$ cat src/rtl/afe_reg_ctrl.sv
// Register-access sequencer for the AFE: frames a 4-byte SPI transaction
// (address + 24-bit payload) on top of an external byte engine.
module afe_reg_ctrl #(
  parameter int TIMEOUT = 31
) (
  input  logic        div_clk,
  input  logic        rst_n,
  input  logic        start,
  input  logic        rw,
  input  logic [7:0]  addr,
  input  logic [23:0] wdata,
  output logic        busy,
  output logic        done,
  output logic        err,
  output logic [23:0] rdata,
  output logic        spi_wr_en,
  output logic        spi_rd_en,
  output logic [7:0]  spi_tx_data,
  output logic        spi_flag,
  output logic        spi_stage_rst,
  input  logic        spi_done,
  input  logic [7:0]  spi_rx_data
);

  localparam int TW = (TIMEOUT < 1) ? 1 : $clog2(TIMEOUT + 1);
  localparam logic [TW-1:0] TMO_MAX = TW'(TIMEOUT);

  typedef enum logic [2:0] {IDLE, XFER, GAP, FINISH, ERR} state_t;

  state_t        state;
  logic [1:0]    byte_idx;
  logic [TW-1:0] tmo_cnt;
  logic          rw_q;
  logic [23:0]   wdata_q;
  logic [15:0]   shadow;

  // Byte placed on the wire for a given slot; read payload slots clock out zeros.
  function automatic logic [7:0] tx_byte(input logic [1:0] idx, input logic is_rd,
                                         input logic [7:0] a, input logic [23:0] d);
    logic [7:0] b;
    case (idx)
      2'd0:    b = a;
      2'd1:    b = is_rd ? 8'h00 : d[23:16];
      2'd2:    b = is_rd ? 8'h00 : d[15:8];
      default: b = is_rd ? 8'h00 : d[7:0];
    endcase
    return b;
  endfunction

  always_ff @(posedge div_clk or negedge rst_n) begin
    if (!rst_n) begin
      state         <= IDLE;
      byte_idx      <= '0;
      tmo_cnt       <= '0;
      rw_q          <= 1'b0;
      wdata_q       <= '0;
      shadow        <= '0;
      busy          <= 1'b0;
      done          <= 1'b0;
      err           <= 1'b0;
      rdata         <= '0;
      spi_wr_en     <= 1'b0;
      spi_rd_en     <= 1'b0;
      spi_tx_data   <= '0;
      spi_flag      <= 1'b0;
      spi_stage_rst <= 1'b0;
    end else begin
      case (state)
        IDLE: begin
          done          <= 1'b0;
          err           <= 1'b0;
          spi_rd_en     <= 1'b0;
          spi_flag      <= 1'b0;
          spi_stage_rst <= 1'b0;
          if (start) begin
            rw_q        <= rw;
            wdata_q     <= wdata;
            byte_idx    <= '0;
            tmo_cnt     <= '0;
            busy        <= 1'b1;
            spi_wr_en   <= 1'b1;
            spi_tx_data <= tx_byte(2'd0, rw, addr, wdata);
            state       <= XFER;
          end else begin
            spi_wr_en   <= 1'b0;
            spi_tx_data <= '0;
          end
        end

        XFER: begin
          if (spi_done) begin
            if (rw_q && byte_idx == 2'd1) shadow[15:8] <= spi_rx_data;
            if (rw_q && byte_idx == 2'd2) shadow[7:0]  <= spi_rx_data;
            spi_wr_en <= 1'b0;
            spi_rd_en <= 1'b0;
            if (byte_idx != 2'd3) begin
              byte_idx <= byte_idx + 2'd1;
              spi_flag <= 1'b1;
              state    <= GAP;
            end else begin
              // Final byte goes straight into rdata so it is valid alongside done.
              if (rw_q) rdata <= {shadow, spi_rx_data};
              spi_stage_rst <= 1'b1;
              done          <= 1'b1;
              err           <= 1'b0;
              state         <= FINISH;
            end
          end else if (tmo_cnt == TMO_MAX) begin
            spi_wr_en     <= 1'b0;
            spi_rd_en     <= 1'b0;
            spi_stage_rst <= 1'b1;
            done          <= 1'b1;
            err           <= 1'b1;
            state         <= ERR;
          end else begin
            tmo_cnt <= tmo_cnt + 1'b1;
          end
        end

        GAP: begin
          spi_flag    <= 1'b0;
          tmo_cnt     <= '0;
          spi_wr_en   <= (byte_idx == 2'd0) || !rw_q;
          spi_rd_en   <= (byte_idx != 2'd0) && rw_q;
          spi_tx_data <= tx_byte(byte_idx, rw_q, 8'h00, wdata_q);
          state       <= XFER;
        end

        FINISH, ERR: begin
          busy          <= 1'b0;
          done          <= 1'b0;
          err           <= 1'b0;
          spi_stage_rst <= 1'b0;
          spi_tx_data   <= '0;
          byte_idx      <= '0;
          state         <= IDLE;
        end

        default: state <= IDLE;
      endcase
    end
  end

endmodule

$ cat config.mk
export PLATFORM = sky130hd
export DESIGN_NAME = afe_reg_ctrl
export DESIGN_NICKNAME = d
export VERILOG_FILES = /design/src/rtl/afe_reg_ctrl.sv
export SDC_FILE = /design/constraint.sdc
export NUM_CORES = 1
export LEC_CHECK = 0
export BUFFER_PORTS_ARGS = -buffer_cell sky130_fd_sc_hd__buf_4
export CORE_AREA = 2 2 92 94
export CTS_CLUSTER_SIZE = 40
export DETAILED_ROUTE_END_ITERATION = 10
export DIE_AREA = 0 0 94 96
export PLACE_DENSITY = 0.84
export SYNTH_ARGS = -nofsm -noshare
export SYNTH_HDL_FRONTEND = slang
export SYNTH_SLANG_ARGS = --single-unit
export TNS_END_PERCENT = 30
$ cat constraint.sdc
create_clock -name div_clk -period 4.4 [get_ports div_clk]
set_input_delay 0.88 -clock div_clk [delete_from_list [all_inputs] [get_ports div_clk]]
set_output_delay 0.88 -clock div_clk [all_outputs]
set_load 0.01 [all_outputs]
==> results of run 1 <==
routing by layer:
metal | vias up | track usage | part of all wire
met4 | 0 | 0.0580 | 0.011
met3 | 8 | 0.0697 | 0.062
met2 | 57 | 0.280 | 0.49
li1 | 1169 | - | -
met5 | - | 0 | 0
met1 | 1293 | 0.239 | 0.44
cell usage in the layout (no fill, tap or decap), types with 2 or more instances in the layout:
cell and count:
nor3_1 9, nand2b_1 2, buf_4 84, nand3_1 5
clkinvlp_4 3, and2_1 3, nor2b_1 11, a22o_1 4
a221o_1 8, clkbuf_8 9, nor4b_1 2, a21oi_1 3
o31ai_1 2, nor2_1 4, dfrtp_1 89, a221oi_1 9
mux2i_1 2, ha_1 7, inv_1 5, o21bai_1 4
o21ai_0 5, a21o_1 4, bufinv_16 2, mux2_2 66
critical path: stages, from the launching register on:
cell	delay, ns
dfrtp_1	0.60
and4bb_2	0.43
and2_1	0.87
mux2_2	0.42
sequential cells by signal, indices dropped and copies added, names as in the netlist, 2 cells and up:
| signal | count |
|---|---|
| byte_idx | 2 |
| rdata | 24 |
| state | 3 |
| spi_tx_data | 8 |
| wdata_q | 24 |
| shadow | 16 |
| tmo_cnt | 5 |
kinds of logic (layout without fill, tap and decap cells):
| family | count (synthesis) | after routing | share of synthesized area |
|---|---|---|---|
| flops | 89 | 89 | 0.574 |
| buf+inv | 22 | 105 | 0.0384 |
| simple gates | 46 | 46 | 0.0765 |
| fa+ha+maj | 7 | 7 | 0.0226 |
| mux | 69 | 69 | 0.200 |
| compound gates | 43 | 43 | 0.0884 |
final cells by class:
class | instances | area [um^2] | area share
multi-input combinational | 165 | 1500 | 0.318
timing repair buffer | 84 | 631 | 0.133
clock inverter | 6 | 91.3 | 0.0193
tap | 105 | 131 | 0.0278
clock buffer | 10 | 128 | 0.0270
sequential | 89 | 2230 | 0.471
inverter | 5 | 18.8 | 0.00397
path summary, 6_finish.rpt:
path                           start  depth (start not counted)  slack, ns     endpoint
max                         state[1]                          3       1.95     rdata[2]
min                        rdata[19]                          1       0.50    rdata[19]
max reg2reg                 state[1]                          3       1.95     rdata[2]
min reg2reg                rdata[19]                          1       0.50    rdata[19]
max in group asynchronous      rst_n                          1       2.98     rdata[8]
min in group asynchronous      rst_n                          1       0.73  wdata_q[21]
power groups by stage:
stage	sequential [mW]	clock, mW	combinational [mW]
after floorplan	1.32	0	0.587
after global placement	1.32	0	0.864
after detailed placement	1.34	0	0.897
after CTS	1.32	0.629	0.901
after global routing	1.37	0.662	0.974
final	1.32	0.612	0.889
==> summary.md, run 1 <==
| Metric | Value |
|---|---|
| Wire length per cell | `16.7 um` |
| Top cells by count, synth | `dfrtp_1 (89), mux2_2 (66), nor2b_1 (11)` |
| Sequential Power Share | `0.468` |
| Final cycle utilization of the critical path | `0.557` |
| Synth area leaders | `dfrtp_1 (57%), mux2_2 (19%), buf_6 (2.3%)` |
| Max Fclk | `0.408 GHz` |
| Yosys warns | `0` |
| Die Area | `around 0.009 mm^2` |
| Finished Cell Area | `roughly 0.0047 mm^2` |
| Top cell type's share of synthesized area | `0.574` |
| Worst Setup Slack, final | `slightly below 2 ns` |
| Post-Syn Area per Cell | `14.0 um^2` |
| Clock Power Share | `0.217` |
| Total wire length | `~7800 um` |
| Placed cell count | `around 450` |
| Final Hold Fails | `0` |
| Startpoint types | `register` |
| Post-synth EDFFs | `0` |
| Register clock-pin slew on the reported worst setup and hold paths | `about 0.09 ns` |
| Register bit total from synthesis | `slightly below 90` |
| P_sw | `866 uW` |
| Worst setup EP type | `register` |
| Layout cells sized above 1 | `0.471` |
| Global Route Usage Sum | `0.182` |
| I/O Buffers | `a little over 80` |
| Vias per cell | `5.45` |
| Final TNS setup | `0 ns` |
| Slew Viols, Final | `0` |
| Sinks on the clock net | `89` |
| HP Class | `register to register` |
| Initial drt markers | `94` |
| Clk_lat worst skew | `0.35 ns` |
| Maximum vdd drop | `around 0.00032 V` |
| DP Area | `between 0.004 and 0.005 mm^2` |
| DP HPWL | `~5400 um` |
| Post-Synthesis Cell Area | `0.00388 mm^2` |
| Worst rel slew slack | `0.260` |
| ANT cells | `0` |
| Cell with the most instances after synthesis | `dfrtp_1` |
| Pwr dens | `around 600 mW/mm^2` |
| DR vias | `2527` |
| Cell Int Power | `1.96 mW` |
| Post-route minimum period | `approximately 2.4 ns` |
| Initial Util | `0.482` |
| First-pass GRT wire length | `between 10000 and 15000 um` |
| TritonCTS clock tree | `done` |
| Setup Crit Path Kind | `register to register` |
| Crit path DAT | `around 2.7 ns` |
| Area Overhead vs Synth | `21.9%` |
| Post-CTS Setup Inserts | `0` |
| Unique masters post-synth | `40` |
| CP Max Fanout | `24` |
| DRT Pass-1 Iters | `4` |
| Fin nets | `~410` |
| Run status | `completed` |
| Count of boundary I/O pins | `between 80 and 90` |
| Syn nets | `about 330` |
| Cells after Synth | `276` |
| Area leader, netlist | `dfrtp_1` |
| Core box area | `roughly 0.008 mm^2` |
| Worst slew pin tran | `between 1 and 1.5 ns` |
| Routability cong. | `0.788` |
| Maxcap violations | `0` |
| Top FF cell, synth | `dfrtp_1` |
| Combinational Power Share | `0.315` |
| Post-synthesis sequential area ratio | `0.574` |
| Row count | `33` |
| CP required | `~4.6 ns` |
| ANT nets after route | `0` |
| Initial antenna violation count | `0` |
| Number of global-route vias before repair | `around 2500` |
| Remaining Overflow, GRT | `0` |
| Number of buffers created by CTS | `9` |
| Filler cells | `roughly 670` |
| Hold bufs inserted after CTS | `0` |
| Total power | `roughly 2.8 mW` |
| Worst setup slack after placement | `around 1.8 ns` |
| CTS-repair resized insts | `0` |
| Skew final | `roughly 0.0092 ns` |
| RSZ-0062 raised after global routing | `false` |
| Die Y | `between 90 and 100 um` |
| Largest net degree at the start of global routing | `90` |
| Fin util | `0.587` |
| Tightest hold margin | `0.500 ns` |
| Lkg Pwr | `between 2 and 2.5 nW` |
| Setup violators final | `0` |
| Die W | `94 um` |
| # DRC | `0` |
| CTS max path bufs | `2` |
| Root buffer cell | `clkbuf_8` |
| Post-synth ARST share | `1.00` |
| Sw Ratio | `0.307` |
| H-tree levels | `3` |
| Non-Filler Instances | `~460` |
Note: power is estimated with default switching activity, not from simulation.
==> run 2: changes to the inputs <==
Settings changed: PLACE_DENSITY 0.84 to 0.87.
Clock period 4.4 ns to 2.2 ns, I/O delays scaled along.
==> summary.md, run 2 (synthesis gave the netlist of run 1 again) <==
| Metric | Value |
|---|---|
| Pwr dens | `1170 mW/mm^2 (+96%)` |
| Run status | `completed` |
| Slew Viols, Final | `0 (unchanged)` |
| HP Class | `input port to async pin` |
| CTS max path bufs | `2 (unchanged)` |
| TritonCTS clock tree | `done` |
| Most common cell after layout, fill and taps aside | `dfrtp_1` |
| Tightest hold margin | `0.0633 ns (-0.437 ns)` |
| Die Y | `96 um (unchanged)` |
| CP Max Fanout | `3 (-88%)` |
| Hold bufs inserted after CTS | `0 (unchanged)` |
| Remaining Overflow, GRT | `0 (unchanged)` |
| Worst slew pin tran | `0.564 ns (-0.546 ns)` |
| Top flop regs | `rdata (24), wdata_q (24), shadow (16)` |
| Routed length on met3 | `405 um (-16%)` |
| Total wire length | `7980 um (+2.9%)` |
| Initial drt markers | `89 (-5.3%)` |
| Layout cells sized above 1 | `0.482 (+0.0114)` |
| P_sw | `1.78 mW (+110%)` |
| Count of boundary I/O pins | `84 (unchanged)` |
| Core box area | `0.00805 mm^2 (unchanged)` |
| Root buffer cell | `clkbuf_8` |
| Register clock-pin slew on the reported worst setup and hold paths | `0.09 ns (about the same)` |
| RSZ-0062 raised after global routing | `false` |
| Setup violators final | `0 (unchanged)` |
| Die Area | `0.00902 mm^2 (unchanged)` |
| DP HPWL | `5770 um (+6.9%)` |
| Maximum vdd drop | `0.000724 V (+130%)` |
| CP required | `2.44 ns (-2.20 ns)` |
| Max Fclk | `0.471 GHz (+15%)` |
| Wire length per cell | `17.0 um (+1.6%)` |
| Total power | `5.62 mW (+99%)` |
| Finished Cell Area | `0.00480 mm^2 (+1.5%)` |
| Worst setup EP type | `register` |
| Skew final | `0.0151 ns (+0.00589 ns)` |
| DRT Pass-1 Iters | `4 (unchanged)` |
| First-pass GRT wire length | `13000 um (+4.1%)` |
| Die W | `94 um (unchanged)` |
| Global Route Usage Sum | `0.186 (+0.00389)` |
| Number of buffers created by CTS | `9 (unchanged)` |
| Crit path DAT | `2.37 ns (-0.32 ns)` |
| Clock Power Share | `0.203 (-0.014)` |
| Area Overhead vs Synth | `23.7%` |
| Startpoint types | `register` |
| Fin util | `0.596 (+0.00870)` |
| Final cycle utilization of the critical path | `0.965 (+0.408)` |
| Clk_lat worst skew | `0.35 ns (about the same)` |
| ANT cells | `0 (unchanged)` |
| Worst rel slew slack | `0.623 (+0.363)` |
| Initial antenna violation count | `0 (unchanged)` |
| H-tree levels | `3 (unchanged)` |
| Sequential Power Share | `0.471 (+0.003)` |
| Lkg Pwr | `2.32 nW (+2.0%)` |
| Row count | `33 (unchanged)` |
| Vias per cell | `5.35 (-1.7%)` |
| DR top layer | `met4` |
| Detail Route met2 WL | `3980 um (+5.9%)` |
| Cell Int Power | `3.85 mW (+96%)` |
| Met1 wire length | `3500 um (+2.3%)` |
| Post-route minimum period | `2.12 ns (-0.327 ns)` |
| # DRC | `0 (unchanged)` |
| Sinks on the clock net | `89 (unchanged)` |
| DP Area | `0.00459 mm^2 (+1.8%)` |
| Final TNS setup | `0 ns (unchanged)` |
| Commonest cells after routing, fill and taps aside | `dfrtp_1 (89), buf_4 (87), mux2_2 (66), nor2b_1 (11)` |
| Sw Ratio | `0.316 (+0.00968)` |
| Setup Crit Path Kind | `register to register` |
| Initial Util | `0.482 (unchanged)` |
| Final Hold Fails | `0 (unchanged)` |
| ANT nets after route | `0 (unchanged)` |
| DR vias | `2515 (-0.47%)` |
| Fin nets | `412 (+1.5%)` |
| Number of global-route vias before repair | `2673 (+5.8%)` |
| Combinational Power Share | `0.326 (+0.011)` |
| Maxcap violations | `0 (unchanged)` |
| Filler cells | `661 (-1.2%)` |
| Largest net degree at the start of global routing | `49 (-46%)` |
| I/O Buffers | `83 (unchanged)` |
| Routability cong. | `0.743 (-5.8%)` |
-- run 2: cell count changes in the layout (fill, tap and decap cells not counted) --
cell and change:
a211oi_1 -1, a211oi_2 +1, buf_12 +3, buf_4 +3, bufinv_16 -1, clkinv_4 +2
clkinvlp_4 -3, inv_6 +2
-- run 2: what timing repair did --
action | in CTS | in global routing
resized for setup | 0 | 1
setup buffers | 0 | 0
setup endpoints to repair | 0 | 1
-- run 2: path summary, 6_finish.rpt --
check	slack, ns	endpoint	start	depth (start not counted)
max in group asynchronous	1.50	spi_stage_rst	rst_n	2
setup / recovery	0.08	tmo_cnt[0]	tmo_cnt[0]	6
hold reg to reg	0.51	shadow[1]	shadow[1]	1
hold / removal	0.06	shadow[10]	rst_n	1
setup reg to reg	0.08	tmo_cnt[0]	tmo_cnt[0]	6
min in group div_clk	0.31	spi_tx_data[3]	addr[3]	2
-- run 2: final cells by class --
type	instances	area (um^2)	area share
inverter	5	18.8	0.00391
sequential	89	2230	0.464
tap	105	131	0.0274
clock inverter	6	73.8	0.0154
clock buffer	10	128	0.0266
timing repair buffer	90	713	0.149
multi-input combinational	165	1510	0.314
-- run 2: power by group through the flow --
stage | Sequential [mW] | Combinational [mW] | Clock, mW
after floorplan | 2.65 | 1.17 | 0
after global routing | 2.73 | 1.99 | 1.25
final | 2.65 | 1.83 | 1.14
after global placement | 2.63 | 1.76 | 0
after detailed placement | 2.68 | 1.85 | 0
after CTS | 2.65 | 1.85 | 1.17
-- run 2: metal layers --
| metal | up-vias | GRT usage |
|---|---|---|
| li1 | 1184 | - |
| met1 | 1265 | 0.240 |
| met2 | 57 | 0.307 |
| met3 | 9 | 0.0532 |
| met4 | 0 | 0.0543 |
| met5 | - | 0 |
-- run 2: worst max-delay path, stage by stage, from the launching register on --
cell and delay [ns]:
dfrtp_1 0.42, ha_1 0.22, and3_1 0.18, ha_1 0.20, or4b_4 0.55, a21o_1 0.20, mux2_2 0.26
-- run 2: through the flow --
stage	setup slack [ns]	cells
after floorplan	0.110	276
after global placement	0.143	454
after detailed placement	0.0607	454
after CTS	0.0358	470
after global routing	0.00868	470
final	0.0770	470
